<file path="src/rtl/pwm_sched_pkg.sv">
// Shared constants, duty type and index helper for the PWM duty scheduler.
// Latency: none (declarations only).
// Backpressure: none (declarations only).
package pwm_sched_pkg;

    localparam int DEF_CHANNELS = 4;
    localparam int DEF_DUTY_W   = 4;
    localparam int PERIOD       = 2 ** DEF_DUTY_W;

    typedef logic [DEF_DUTY_W-1:0] duty_t;

    // Circular successor of idx within 0..n-1.
    function automatic int next_idx(input int idx, input int n);
        return (idx + 1 >= n) ? 0 : idx + 1;
    endfunction

endpackage

</file>
<file path="src/rtl/pwm_rr_arbiter.sv">
// Round-robin grant of one requester per cycle, searching circularly from pointer rr.
// Latency: grant is combinational; rr advances on the edge that completes a transfer.
// Backpressure: grant doubles as ready, so at most one requester is accepted per cycle.
module pwm_rr_arbiter
    import pwm_sched_pkg::*;
#(
    parameter int CHANNELS = DEF_CHANNELS
) (
    input  logic                clk,
    input  logic                rst,
    input  logic [CHANNELS-1:0] req_valid,
    output logic [CHANNELS-1:0] grant
);

    localparam int RR_W = (CHANNELS > 1) ? $clog2(CHANNELS) : 1;

    logic [RR_W-1:0] rr;
    logic [RR_W-1:0] cand;
    logic [RR_W-1:0] gidx;
    logic            found;

    // Pick the first valid channel at or after rr; nothing is granted while in reset.
    always_comb begin
        grant = '0;
        cand  = '0;
        gidx  = rr;
        found = 1'b0;
        for (int k = 0; k < CHANNELS; k++) begin
            cand = RR_W'((int'(rr) + k) % CHANNELS);
            if (!found && req_valid[cand]) begin
                found = 1'b1;
                gidx  = cand;
            end
        end
        if (rst) begin
            found = 1'b0;
        end
        if (found) begin
            grant[gidx] = 1'b1;
        end
    end

    // Move the pointer past the channel that just transferred; hold it otherwise.
    always_ff @(posedge clk) begin
        if (rst) begin
            rr <= '0;
        end else if (found) begin
            rr <= RR_W'(next_idx(int'(gidx), CHANNELS));
        end
    end

endmodule

</file>
<file path="src/rtl/pwm_duty_scheduler.sv">
// Multi-channel PWM: arbitrated duty requests are shadowed and committed at the shared period boundary.
// Latency: a new duty appears on pwm one cycle after the first boundary edge following its transfer.
// Backpressure: one-hot req_ready per cycle; unserved requesters simply wait, nothing is dropped.
// Build option PWM_SLEW_LIMIT_EN: each boundary moves active duty one LSB toward the shadow value.
module pwm_duty_scheduler
    import pwm_sched_pkg::*;
#(
    parameter int CHANNELS = DEF_CHANNELS,
    parameter int DUTY_W   = DEF_DUTY_W
) (
    input  logic                       clk,
    input  logic                       rst,
    input  logic [CHANNELS-1:0]        req_valid,
    input  logic [CHANNELS*DUTY_W-1:0] req_duty,
    output logic [CHANNELS-1:0]        req_ready,
    output logic [CHANNELS-1:0]        pwm,
    output logic                       period_start
);

    logic [DUTY_W-1:0]   cnt;
    logic                boundary;
    logic [CHANNELS-1:0] xfer;
    logic [CHANNELS-1:0] pending;
    logic [CHANNELS-1:0] settled;
    logic [DUTY_W-1:0]   shadow     [CHANNELS];
    logic [DUTY_W-1:0]   active     [CHANNELS];
    logic [DUTY_W-1:0]   active_nxt [CHANNELS];

    pwm_rr_arbiter #(
        .CHANNELS (CHANNELS)
    ) u_arb (
        .clk       (clk),
        .rst       (rst),
        .req_valid (req_valid),
        .grant     (req_ready)
    );

    // The last counter value of a period is where pending duties are committed.
    assign boundary = (cnt == '1);
    assign xfer     = req_valid & req_ready;

    // Value each pending channel would take at the boundary, and whether that finishes it.
    always_comb begin
        for (int i = 0; i < CHANNELS; i++) begin
            active_nxt[i] = active[i];
            settled[i]    = 1'b1;
`ifdef PWM_SLEW_LIMIT_EN
            if (active[i] < shadow[i]) begin
                active_nxt[i] = active[i] + DUTY_W'(1);
            end else if (active[i] > shadow[i]) begin
                active_nxt[i] = active[i] - DUTY_W'(1);
            end
            settled[i] = (active_nxt[i] == shadow[i]);
`else
            active_nxt[i] = shadow[i];
`endif
        end
    end

    // Free-running period counter plus shadow/active/pending bookkeeping.
    // A transfer in the boundary cycle re-arms pending after the old shadow commits.
    always_ff @(posedge clk) begin
        if (rst) begin
            cnt     <= '0;
            pending <= '0;
            for (int i = 0; i < CHANNELS; i++) begin
                shadow[i] <= '0;
                active[i] <= '0;
            end
        end else begin
            cnt <= cnt + DUTY_W'(1);
            for (int i = 0; i < CHANNELS; i++) begin
                if (boundary && pending[i]) begin
                    active[i] <= active_nxt[i];
                    if (settled[i]) begin
                        pending[i] <= 1'b0;
                    end
                end
                if (xfer[i]) begin
                    shadow[i]  <= req_duty[i*DUTY_W +: DUTY_W];
                    pending[i] <= 1'b1;
                end
            end
        end
    end

    // Registered compare outputs and the period marker, both aligned to cnt of the previous cycle.
    always_ff @(posedge clk) begin
        if (rst) begin
            pwm          <= '0;
            period_start <= 1'b0;
        end else begin
            period_start <= (cnt == '0);
            for (int i = 0; i < CHANNELS; i++) begin
                pwm[i] <= (cnt < active[i]);
            end
        end
    end

endmodule

</file>
<file path="config.mk">
export PLATFORM = sky130hd
export DESIGN_NAME = pwm_duty_scheduler
export DESIGN_NICKNAME = d
export VERILOG_FILES = /design/src/rtl/pwm_sched_pkg.sv /design/src/rtl/pwm_rr_arbiter.sv /design/src/rtl/pwm_duty_scheduler.sv
export SDC_FILE = /design/constraint.sdc
export NUM_CORES = 1
export LEC_CHECK = 0
export CAP_MARGIN = 15
export CELL_PAD_IN_SITES_DETAIL_PLACEMENT = 2
export CELL_PAD_IN_SITES_GLOBAL_PLACEMENT = 2
export CORE_AREA = 4 4 64 110
export DETAILED_ROUTE_END_ITERATION = 10
export DIE_AREA = 0 0 68 114
export HOLD_SLACK_MARGIN = 0.02
export PLACE_DENSITY_LB_ADDON = 0.1
export SLEW_MARGIN = 20
export SYNTH_ARGS = -nofsm -noshare
export SYNTH_HDL_FRONTEND = slang
export SYNTH_HIERARCHICAL = 1
export SYNTH_SLANG_ARGS = --single-unit
</file>
<file path="constraint.sdc">
create_clock -name clk -period 3.8 [get_ports clk]
set_clock_uncertainty 0.05 [all_clocks]
set_input_delay 0.38 -clock clk [delete_from_list [all_inputs] [get_ports clk]]
set_output_delay 0.38 -clock clk [all_outputs]
set_load 0.01 [all_outputs]
</file>
---- Word level (Yosys, flattened, before mapping) ----
Memory sizes are Yosys's and may differ from the RTL's.
Cells that the tools add are included.
word-level totals
  flip-flop bits (word level) ............. 15
  latch bits .............................. 0
  RAM bits ................................ 32
  ROM bits ................................ 0
  input bits .............................. 22
  output and inout bits ................... 9
  word-level logic and storage cells ...... 114
  memories ................................ 2
memory list
  memory  words  width  read ports  clocked after Yosys merged registers in  wr ports  RTL line                  RTL
  active  4      4      4           0                                        4         pwm_duty_scheduler.sv:26  logic [DUTY_W-1:0] active [CHANNELS];
  shadow  4      4      4           0                                        4         pwm_duty_scheduler.sv:25  logic [DUTY_W-1:0] shadow [CHANNELS];
cells by class
  add/subtract/negate cells ............... 5
  multiply operators ...................... 0
  div/mod/pow operators ................... 0
  magnitude comparators ................... 11
  equal/unequal tests ..................... 1
  shifts and indexed selects .............. 0
  muxes and demuxes ....................... 62
  bitwise logic cells ..................... 9
  reductions and logical operators ........ 16
operators by type and width
  cell                 number
  $mux 1               44
  $mux 4               9
  $lt 4x4->1           4
  $lt 2x3->1 const B   5
  $bmux 1 s2           4
  $logic_and 1x1->1    8
  $mux 2               4
  $or 1x1->1           8
  $reduce_bool 2->1    4
  $add 2x2->2 const B  2
  $add 4x1->4 const B  1
  $and 4x4->4          1
  $eq 4x4->1 const B   1
  $logic_not 4->1      1
  $add 2x1->3 const B  1
  $ge 3x3->1 const B   1
  $logic_not 1->1      3
  $add 2x1->2 const B  1
  $demux 1 s2          1
  $ge 2x1->1 const B   1

---- Depth between registers and ports, before layout ----
Gate-level depths: netlist of the first run.
  depth after elaboration ................. 22
  mapped depth ............................ 9
  depth with buffers taken out ............ 8

---- Hierarchy ----
Netlist of the first run, hierarchy kept.
by module, submodules not included
  module              times used  cells an instance  area each (µm²)  sequential area each (µm²)
  pwm_duty_scheduler  1           168                2,006.9          1,221.2
  pwm_rr_arbiter      1           39                 317.8            40.0

---- Worst setup path before layout of the first run ----
OpenSTA, ideal clock, no wires.
  path kind ............................... input port to flip-flop
  start point ............................. input req_valid[1]
  end point ............................... memory shadow[1][0] (netlist name), data pin
  library setup time ...................... 0.255 ns
  arrival time ............................ 1.581 ns
  required time ........................... 3.495 ns
  path slack .............................. 1.914 ns
  stages .................................. 8
  buffers on the path ..................... 1
  cells stage by stage .................... buf_6 -> o21a_1 -> o221a_1 -> ha_1 -> and2_1 -> nand2_1 -> nor2_1 -> and2_1
RTL lines
  what             RTL line                  RTL
  start, declared  pwm_duty_scheduler.sv:13  input logic [CHANNELS-1:0] req_valid,
  end, declared    pwm_duty_scheduler.sv:25

---- Worst setup path after layout of the first run ----
  start point ............................. input req_valid[0]
  end point ............................... output req_ready[1]
between the ends
  longest elaborated chain between the ends .. 17
  elaborated cells on any way between the ends .. 28
  those cells by class .................... order compare: 2; mux: 19; reduce/logical: 7
ends and longest elaborated chain
  what                                                            RTL line                  RTL
  $bmux 1 s2                                                      pwm_rr_arbiter.sv:30      if (!found && req_valid[cand]) begin
  $mux 1 (implied by the code)                                    pwm_rr_arbiter.sv:30
  $mux 1                                                          pwm_rr_arbiter.sv:30
  $logic_not 1->1                                                 pwm_rr_arbiter.sv:30
  $logic_and 1x1->1                                               pwm_rr_arbiter.sv:30
  $mux 1                                                          pwm_rr_arbiter.sv:30
  $logic_not 1->1                                                 pwm_rr_arbiter.sv:30
  $logic_and 1x1->1                                               pwm_rr_arbiter.sv:30
  $mux 1                                                          pwm_rr_arbiter.sv:30
  $logic_not 1->1                                                 pwm_rr_arbiter.sv:30
  $logic_and 1x1->1                                               pwm_rr_arbiter.sv:30
  $mux 2                                                          pwm_rr_arbiter.sv:30
  $lt 2x3->1 (implied by the code) or $ge 2x1->1 (tied branches)  pwm_rr_arbiter.sv:39      grant[gidx] = 1'b1;
  $logic_and 1x1->1 (implied by the code)                         pwm_rr_arbiter.sv:39
  $mux 1 (implied by the code)                                    pwm_rr_arbiter.sv:39
  $demux 1 s2                                                     --
  $mux 4 *                                                        pwm_rr_arbiter.sv:38      if (found) begin
  end, declared                                                   pwm_duty_scheduler.sv:15  output logic [CHANNELS-1:0] req_ready,
Mark *: on every way between the ends. The rest lies on a longest branch, timed or not. The select of a mux whose other input is x is not followed.

==> metrics.txt, run 1 <==
maximum level of the CTS H-tree 2; gr ovfl total 0; core footprint 6180 um^2; clock buffer depth 2; Req. time, crit path 3.37 ns; Antenna Cells 0; register bit count reported by yosys 47; Syn-to-layout area delta 19.2%; drt first pass iters 4; Total GRT Usage 0.160; pre-CTS WS 0.828 ns; Initial Utilization 0.376; Final Hold Slack 0.439 ns; IO Count 31; layout cell share with drive strength beyond 1 0.0333; WS Path Type primary input to primary output; min cycle time layout 3.00 ns; RSZ-0062 raised after global routing no; cell family with most CP delay buffers and inverters; post-synthesis sequential area ratio 0.543; PD cells 386 nW/um^2; hold buffer count at CTS 0; vias in the first global route 1892; Logic pwr share 0.164; post-cts sizing count 0; CP arrival 2.57 ns; Startpoint Class primary input; Num CTS Buffers 5; worst-path cell chain clkdlybuf4s50_1, nor2b_1, o21ai_0, o221a_1, ha_1, and2_1, clkdlybuf4s50_1; highest clock rate 0.333 GHz; Sw Pwr 0.000268 W; Slew @ Worst Pin 0.411 ns; Post-Syn Area 2320 um^2; vias 1656; Worst Path Buf+Inv 2; maximum VDD drop 0.148 mV; part of the power in registers 0.566; Slew HR 0.725; DR WL/cell 17.1 um; Hold Crit Start cnt[0]; maxcap violations 0; total routed wirelength 5.49 mm; pin count of the biggest net entering global routing 37; Pleak 1.15 nW; Final Hold Fails 0; status completed; DIE AREA 7750 um^2; Post-DRT Antenna Nets 0; slowest CP cell clkdlybuf4s50_1; synth warn 6; r2r worst-path depth 8; Residual DRC 0; synth unique cells 34; Final WS setup 0.798 ns; CP max FO 8; Buffers on Ports 30; Final Power 0.00107 W; die width 68 um; Synthesized Nets 247; Layout Nets 279; RR Endpoint shadow[0][0]; CP most frequent cell clkdlybuf4s50_1; initial antenna violation count 0; TritonCTS Sinks 47; Die Y 114 um; CTS tree built; switching share of total power 0.250; commonest non-fill, non-tap cell in the layout edfxtp_1; FF-to-FF setup slack 1.69 ns; clk slew on worst S/H paths 0.08 ns; fin. max-slew vios 0; Clock power frac 0.270; synthesized instance count 207; CTS Root Cell clkbuf_8; fin crit share 0.790; global placer's final weighted congestion 0.791; Detail Placement HPWL 4.31 mm; reg-to-reg startpoint u_arb/rr[1]; slowest stage delay, CP 0.59 ns; endpoints failing setup 0; first-pass GRT wire length 9.16 mm; Via-to-Cell Ratio 5.18; Clk Latency, worst-skew pair 0.29 ns; Worst setup EP type primary output; Min-Delay Path Depth 1; Int Pwr 0.000802 W; Sum Neg Setup Slack 0 ns; worst hold-check path type register to register; Starting DRT DRC Count 35; Mean Syn Cell Area 11.2 um^2; Setup Fix Bufs, Post-CTS 0; # rows 38; commonest cells after routing, fill and taps aside edfxtp_1, clkdlybuf4s50_1, and2_1, ha_1, and3_1; hold endpoint cnt[0]
==> Yosys cell counts <==
| cell | instances | area [um^2] |
|---|---|---|
| edfxtp_1 | 32 | 961 |
| and2_1 | 21 | 131 |
| ha_1 | 18 | 225 |
| and3_1 | 17 | 106 |
| dfxtp_1 | 15 | 300 |
| inv_1 | 15 | 56.3 |
| nor2_1 | 14 | 52.6 |
| a21oi_1 | 9 | 45.0 |
| nand2_1 | 9 | 33.8 |
| nand2b_1 | 6 | 37.5 |
| a21boi_0 | 4 | 30.0 |
| a21o_1 | 4 | 30.0 |
| buf_2 | 4 | 20.0 |
| nor3_1 | 4 | 20.0 |
| nor4_1 | 4 | 25.0 |
| or4_1 | 4 | 30.0 |
| nor2b_1 | 3 | 18.8 |
| o21ai_1 | 3 | 15.0 |
| buf_6 | 2 | 22.5 |
| nand3_1 | 2 | 10.0 |
| o21a_1 | 2 | 15.0 |
| o21ai_0 | 2 | 10.0 |
| o22a_1 | 2 | 17.5 |
| and4b_2 | 1 | 11.3 |
| mux2i_1 | 1 | 10.0 |
| nor3b_1 | 1 | 7.51 |
| nor4_4 | 1 | 21.3 |
| nor4b_1 | 1 | 8.76 |
| o221a_1 | 1 | 11.3 |
| o221ai_1 | 1 | 8.76 |
| o22ai_1 | 1 | 6.26 |
| o31a_1 | 1 | 8.76 |
| xnor2_1 | 1 | 8.76 |
| xor2_1 | 1 | 8.76 |
==> sequential cells by signal (all words and copies together) (netlist names) <==
| name | cells |
|---|---|
| pwm | 4 |
| shadow | 16 |
| cnt | 4 |
| u_arb/rr | 2 |
| pending | 4 |
| active | 16 |
| period_start | 1 |
==> area by class of cell <==
class                           instances  area (um^2)
Clock buffer                            8         80.1
Fill cell                             655         3410
Inverter                               15         56.3
Multi-Input combinational cell        139          965
Sequential cell                        47         1260
Tap cell                               80          100
Timing Repair Buffer                   31          308
==> per-layer routing <==
metal | GRT usage | up-vias | part of all wire
li1 | - | 796 | -
met5 | 0 | - | 0
met1 | 0.157 | 814 | 0.36
met3 | 0.0286 | 9 | 0.028
met2 | 0.313 | 37 | 0.59
met4 | 0.0571 | 0 | 0.017
==> cell families after synthesis <==
family	share of synthesized area
AND/OR/NAND/NOR	0.221
flip-flops	0.543
AO/OA/AOI/OAI	0.0850
buffers and inverters	0.0425
adder cells (fa/ha/maj)	0.0969
XOR/XNOR	0.00754
multiplexers	0.00431
==> worst max-delay path by stage <==
stage          slack (ns)  cells past startpoint      endpoint    startpoint
2_1_floorplan        1.91                      8  shadow[1][0]  req_valid[1]
3_3_place_gp         0.93                      7  req_ready[2]  req_valid[2]
3_5_place_dp         0.83                      7  req_ready[2]  req_valid[0]
4_1_cts              0.82                      7  req_ready[2]  req_valid[0]
5_1_grt              0.69                      7  req_ready[2]  req_valid[0]
6_report             0.80                      7  req_ready[1]  req_valid[0]
==> power by group through the flow <==
stage | Combinational, W | Clock [W] | Sequential [W]
final | 0.000175 | 0.000289 | 0.000606
after global routing | 0.000198 | 0.000320 | 0.000611
after CTS | 0.000179 | 0.000299 | 0.000607
after detailed placement | 0.000177 | 0 | 0.000618
after global placement | 0.000163 | 0 | 0.000616
after floorplan | 0.000100 | 0 | 0.000609
==> worst reg2reg max path, stage by stage (launching register included) <==
cell and delay (ns):
dfxtp_1 0.50, nand2b_1 0.19, o21a_1 0.16, o221ai_1 0.17
ha_1 0.24, and2_1 0.16, nand2_1 0.14, nor2_1 0.09
and2_1 0.19
==> metrics by stage <==
step	cells	utilization	cell area [um^2]
final	320	0.448	2770
after global routing	320	0.448	2770
after CTS	320	0.448	2770
after detailed placement	312	0.435	2690
after global placement	312	0.435	2690
after floorplan	207	-	2320
(Power assumes the default switching activity.)
==> run 2: changes to the inputs <==
--- a/config.mk
+++ b/config.mk
@@ -8,9 +8,9 @@
 export CAP_MARGIN = 15
 export CELL_PAD_IN_SITES_DETAIL_PLACEMENT = 2
 export CELL_PAD_IN_SITES_GLOBAL_PLACEMENT = 2
-export CORE_AREA = 4 4 64 110
+export CORE_AREA = 4 4 66 114
 export DETAILED_ROUTE_END_ITERATION = 10
-export DIE_AREA = 0 0 68 114
+export DIE_AREA = 0 0 70 118
 export HOLD_SLACK_MARGIN = 0.02
 export PLACE_DENSITY_LB_ADDON = 0.1
 export SLEW_MARGIN = 20
==> constraint.sdc (replaced) <==
create_clock -name clk -period 2.8 [get_ports clk]
set_clock_uncertainty 0.05 [all_clocks]
set_input_delay 0.28 -clock clk [delete_from_list [all_inputs] [get_ports clk]]
set_output_delay 0.28 -clock clk [all_outputs]
set_load 0.01 [all_outputs]
==> metrics.txt, run 2 (synthesis results as in run 1) <==
status completed; Multi-input gate area 965 um^2 (unchanged); Slew HR 0.737 (+0.0117); Residual DRC 0 (unchanged); hold buffer count at CTS 0 (unchanged); biggest registers after layout active (16), shadow (16); layout cell share with drive strength beyond 1 0.0498 (+0.0165); CP max FO 10 (+2); vias in the first global route 1948 (+3.0%); Buffers on Ports 30 (unchanged); pin count of the biggest net entering global routing 37 (unchanged); slowest CP cell clkdlybuf4s50_1; CTS tree built; maximum VDD drop 0.336 mV (+130%); Final Hold Fails 0 (unchanged); switching share of total power 0.229 (-0.0211); Total GRT Usage 0.146 (-0.0141); core footprint 6540 um^2 (+5.8%); part of the power in registers 0.468 (-0.098); # rows 39 (+2.6%); DIE AREA 8260 um^2 (+6.6%); Die Y 118 um (+3.5%); TritonCTS Sinks 47 (unchanged); CTS Root Cell clkbuf_16; initial antenna violation count 0 (unchanged); Num CTS Buffers 5 (unchanged); Initial Utilization 0.356 (-0.0206); fin. max-slew vios 0 (unchanged); worst hold-check path type register to register; commonest non-fill, non-tap cell in the layout edfxtp_1; Syn-to-layout area delta 24.1%; drt first pass iters 4 (unchanged); RSZ-0062 raised after global routing no; endpoints failing setup 0 (unchanged); Clock power frac 0.396 (+0.126); # fillers 703 (+7.3%); Req. time, crit path 2.47 ns (-0.90 ns); clk slew on worst S/H paths 0.06 ns (-0.02 ns); commonest cells after routing, fill and taps aside edfxtp_1, clkdlybuf4s50_1, and2_1, ha_1, and3_1; maxcap violations 0 (unchanged); Post-DRT Antenna Nets 0 (unchanged); Clk Latency, worst-skew pair 0.29 ns (about the same); fin crit share 0.925; slowest stage delay, CP 0.54 ns (-0.05 ns); Via-to-Cell Ratio 5.16 (-0.27%); vias 1667 (+0.66%); total routed wirelength 5.53 mm (+0.82%); Starting DRT DRC Count 39 (+11%); Worst setup EP type primary output; Pleak 1.24 nW (+7.7%); CP arrival 2.26 ns (-0.31 ns); CP most frequent cell o22a_1; WS Path Type register to primary output; highest clock rate 0.386 GHz; Sw Pwr 0.000403 W (+51%); PD cells 610 nW/um^2 (+58%); Logic pwr share 0.136 (-0.028); Int Pwr 0.00136 W (+69%); Antenna Cells 0 (unchanged); die width 70 um (+2.9%); min cycle time layout 2.59 ns; FF-to-FF setup slack 0.63 ns (-1.06 ns); IO Count 31 (unchanged); Startpoint Class register; Final Cell Area 2880 um^2 (+4.1%); DR WL/cell 17.1 um (-0.12%); Sum Neg Setup Slack 0 ns (unchanged); first-pass GRT wire length 9.30 mm (+1.5%); clock buffer depth 2 (unchanged); Detail Placement HPWL 4.35 mm (+0.91%); Layout Nets 280 (+0.36%); worst-path cell chain nor3b_1, o22a_1, o22a_1, ha_1, and2_1, clkdlybuf4s50_1; gr ovfl total 0 (unchanged); Cell Area, Placed 2700 um^2 (+0.37%); register area 1260 um^2 (unchanged); maximum level of the CTS H-tree 2 (unchanged); Slew @ Worst Pin 0.394 ns (-0.0176 ns); global placer's final weighted congestion 0.732 (-7.4%)
[run 2: changes by cell type in the layout (fill, tap and decap cells not counted), sizes merged]
cell / previous run / this run
clkdlybuf4s50: 30 / 26
dlymetal6s2s: 0 / 4
clkbuf: 8 / 6
buf: 1 / 2
bufinv: 0 / 1
clkinv: 0 / 1
[run 2: worst paths after layout]
kind,from,end,cells past startpoint
setup / recovery,u_arb/rr[1],req_ready[2],6
hold / removal,cnt[0],cnt[0],1
setup reg to reg,u_arb/rr[1],shadow[0][1],8
hold reg to reg,cnt[0],cnt[0],1
[run 2: stage by stage]
stage          total power, W  hold WS [ns]  cells  utilization  setup slack, ns
6_report              0.00176         0.437    323        0.441            0.211
5_1_grt               0.00185         0.493    323        0.441           0.0800
4_1_cts               0.00179         0.444    323        0.440           0.0104
3_5_place_dp          0.00108         0.433    315        0.413           0.0266
3_3_place_gp          0.00106         0.391    315        0.413            0.138
2_1_floorplan        0.000962         0.302    207            -            0.917
[run 2: layout make-up]
type	count	area share
Sequential cell	47	0.437
Multi-Input combinational cell	139	0.334
Timing Repair Buffer	32	0.113
Clock buffer	6	0.0482
Tap cell	82	0.0356
Inverter	15	0.0195
Clock inverter	2	0.0121
[run 2: repair_timing]
item | in CTS | in global routing
buffers inserted | 0 | 0
endpoints found under the setup margin | 0 | 4
resized for setup | 0 | 5
endpoints found under the hold margin | 0 | 0
[run 2: power groups by stage]
| stage | Combinational, W | Clock [W] | Sequential (W) |
|---|---|---|---|
| after global placement | 0.000222 | 0 | 0.000836 |
| after global routing | 0.000272 | 0.000747 | 0.000829 |
| final | 0.000239 | 0.000698 | 0.000823 |
| after CTS | 0.000246 | 0.000721 | 0.000824 |
| after floorplan | 0.000136 | 0 | 0.000826 |
| after detailed placement | 0.000243 | 0 | 0.000840 |
[run 2: layer usage]
metal / global-route usage / vias to the layer above / routed length [um]
met5: 0 / - / 0
met4: 0.0576 / 0 / 102
met3: 0.0350 / 7 / 163
met2: 0.303 / 30 / 3430
met1: 0.124 / 829 / 1840
li1: - / 801 / -
[run 2: worst max-delay path: cells and delay by family (launching register included)]
family	cells	cell delay (ns)
and+or+nand+nor	2	0.41
buffers and inverters	1	0.54
adders and majority gates	1	0.15
AOI/OAI and AO/OA	2	0.37
DFF	1	0.50
==> run 3: changes to the inputs <==
--- a/config.mk
+++ b/config.mk
@@ -11,8 +11,10 @@
 export CORE_AREA = 4 4 66 114
 export DETAILED_ROUTE_END_ITERATION = 10
 export DIE_AREA = 0 0 70 118
+export GPL_ROUTABILITY_DRIVEN = 1
 export HOLD_SLACK_MARGIN = 0.02
 export PLACE_DENSITY_LB_ADDON = 0.1
+export REMOVE_ABC_BUFFERS = 1
 export SLEW_MARGIN = 20
 export SYNTH_ARGS = -nofsm -noshare
 export SYNTH_HDL_FRONTEND = slang
==> metrics.txt, run 3 (synthesis results as in run 1) <==
min cycle time layout 2.55 ns (-0.0416 ns); Num CTS Buffers 5 (unchanged); part of the power in registers 0.501 (+0.033); final instance count without filler cells 324 (+0.31%); Total GRT Usage 0.150 (+0.00378); Residual DRC 0 (unchanged); Antenna Cells 0 (unchanged); worst hold-check path type register to register; pre-CTS WS -0.0366 ns (-0.0632 ns); Multi-input gate area 965 um^2 (unchanged); Req. time, crit path 2.47 ns (about the same); Logic pwr share 0.148 (+0.012); Initial Utilization 0.356 (unchanged); Final Power 0.00165 W (-6.4%); register area 1260 um^2 (about the same); endpoints failing setup 0 (unchanged); fin. max-slew vios 0 (unchanged); Sw Pwr 0.000403 W (about the same); Setup Fix Bufs, Post-CTS 0 (unchanged); CTS Root Cell clkbuf_16; Detail Placement HPWL 4.63 mm (+6.3%); PD cells 576 nW/um^2 (-5.5%); Post-DRT Antenna Nets 0 (unchanged); commonest cells after routing, fill and taps aside edfxtp_1, clkdlybuf4s50_1, and2_1, ha_1, and3_1; Slew @ Worst Pin 0.459 ns (+0.0654 ns); Starting DRT DRC Count 56 (+44%); Startpoint Class primary input; pin count of the biggest net entering global routing 37 (unchanged); hold buffer count at CTS 0 (unchanged); # fillers 694 (-1.3%); WS Path Type primary input to primary output; commonest non-fill, non-tap cell in the layout edfxtp_1; Worst setup EP type primary output; global placer's final weighted congestion 0.713 (-2.6%); DR WL/cell 17.8 um (+3.7%); gr ovfl total 0 (unchanged); die width 70 um (unchanged); status completed; total routed wirelength 5.76 mm (+4.0%); vias in the first global route 1973 (+1.3%); Slew HR 0.694 (-0.0436); switching share of total power 0.245 (+0.0155); Die Y 118 um (unchanged); DIE AREA 8260 um^2 (unchanged); highest clock rate 0.392 GHz (+1.6%); fin crit share 0.910 (-0.0149); Clock power frac 0.351 (-0.045); CP max FO 8 (-2); IO Count 31 (unchanged); Via-to-Cell Ratio 5.17 (+0.23%); Final Hold Fails 0 (unchanged); core footprint 6540 um^2 (unchanged); Layout Nets 281 (+0.36%); layout cell share with drive strength beyond 1 0.0537 (+0.00393); Buffers on Ports 30 (unchanged); Int Pwr 0.00124 W (-8.3%); initial antenna violation count 0 (unchanged); CTS tree built; Clk Latency, worst-skew pair 0.29 ns (about the same); maximum level of the CTS H-tree 2 (unchanged); RSZ-0062 raised after global routing no; Syn-to-layout area delta 22.9%; vias 1676 (+0.54%); maxcap violations 0 (unchanged); clk slew on worst S/H paths 0.06 ns (about the same); TritonCTS Sinks 47 (unchanged); first-pass GRT wire length 9.60 mm (+3.2%); Final WS setup 0.252 ns (+0.0416 ns); Pleak 1.22 nW (-1.8%); drt first pass iters 4 (unchanged); # rows 39 (unchanged); placed cells 316 (+0.32%); biggest registers after layout active (16), shadow (16); clock buffer depth 2 (unchanged); maximum VDD drop 0.301 mV (-10%); CP arrival 2.22 ns (-0.04 ns)
run 3: cell types whose count changed in the layout (fill, tap and decap cells not counted), sizes merged:
| cell | delta |
|---|---|
| buf | +1 |
| bufinv | -1 |
| clkinvlp | +1 |
| dlygate4sd2 | +1 |
| dlymetal6s2s | -1 |
run 3: metal layers:
metal	share of wire	vias up	GRT usage
met1	0.32	834	0.125
met2	0.63	29	0.310
li1	-	803	-
met5	0	-	0
met3	0.031	10	0.0325
met4	0.024	0	0.0695
run 3: through the flow:
stage | util | hold slack (ns) | area (um^2) | setup TNS [ns]
final | 0.437 | 0.414 | 2860 | 0
after floorplan | - | 0.297 | 2280 | 0
after CTS | 0.436 | 0.418 | 2850 | 0
after global placement | 0.414 | 0.388 | 2710 | 0
after global routing | 0.437 | 0.439 | 2860 | 0
after detailed placement | 0.414 | 0.405 | 2710 | -0.0667
run 3: power groups by stage:
stage,clock network [W],registers (W),logic [W]
global route,0.000611,0.000833,0.000275
global placement,0,0.000835,0.000224
finish,0.000578,0.000825,0.000244
detailed placement,0,0.000840,0.000248
floorplan,0,0.000831,0.000120
CTS,0.000592,0.000825,0.000251
run 3: path summary, 6_finish.rpt:
check,endpoint,from,depth (start not counted),slack [ns]
max reg2reg,shadow[2][1],u_arb/rr[1],8,0.73
max,req_ready[1],req_valid[0],7,0.25
min reg2reg,cnt[0],cnt[0],1,0.41
min,cnt[0],cnt[0],1,0.41
run 3: critical path: stages:
cell and delay [ns]:
dlygate4sd2_1 0.41, a21oi_1 0.17, o22a_1 0.25, o22ai_1 0.24, ha_1 0.18, and2_1 0.13
clkdlybuf4s50_1 0.54
run 3: layout make-up:
cell class | count | share of cell area
Sequential cell | 47 | 0.442
Clock inverter | 2 | 0.00438
Inverter | 15 | 0.0197
Timing Repair Buffer | 33 | 0.115
Clock buffer | 6 | 0.0451
Multi-Input combinational cell | 139 | 0.338
Tap cell | 82 | 0.0359
run 3: what timing repair did:
item                                    CTS  global route
endpoints found under the setup margin    3             4
gates cloned                              0             0
resized for setup                         1             4
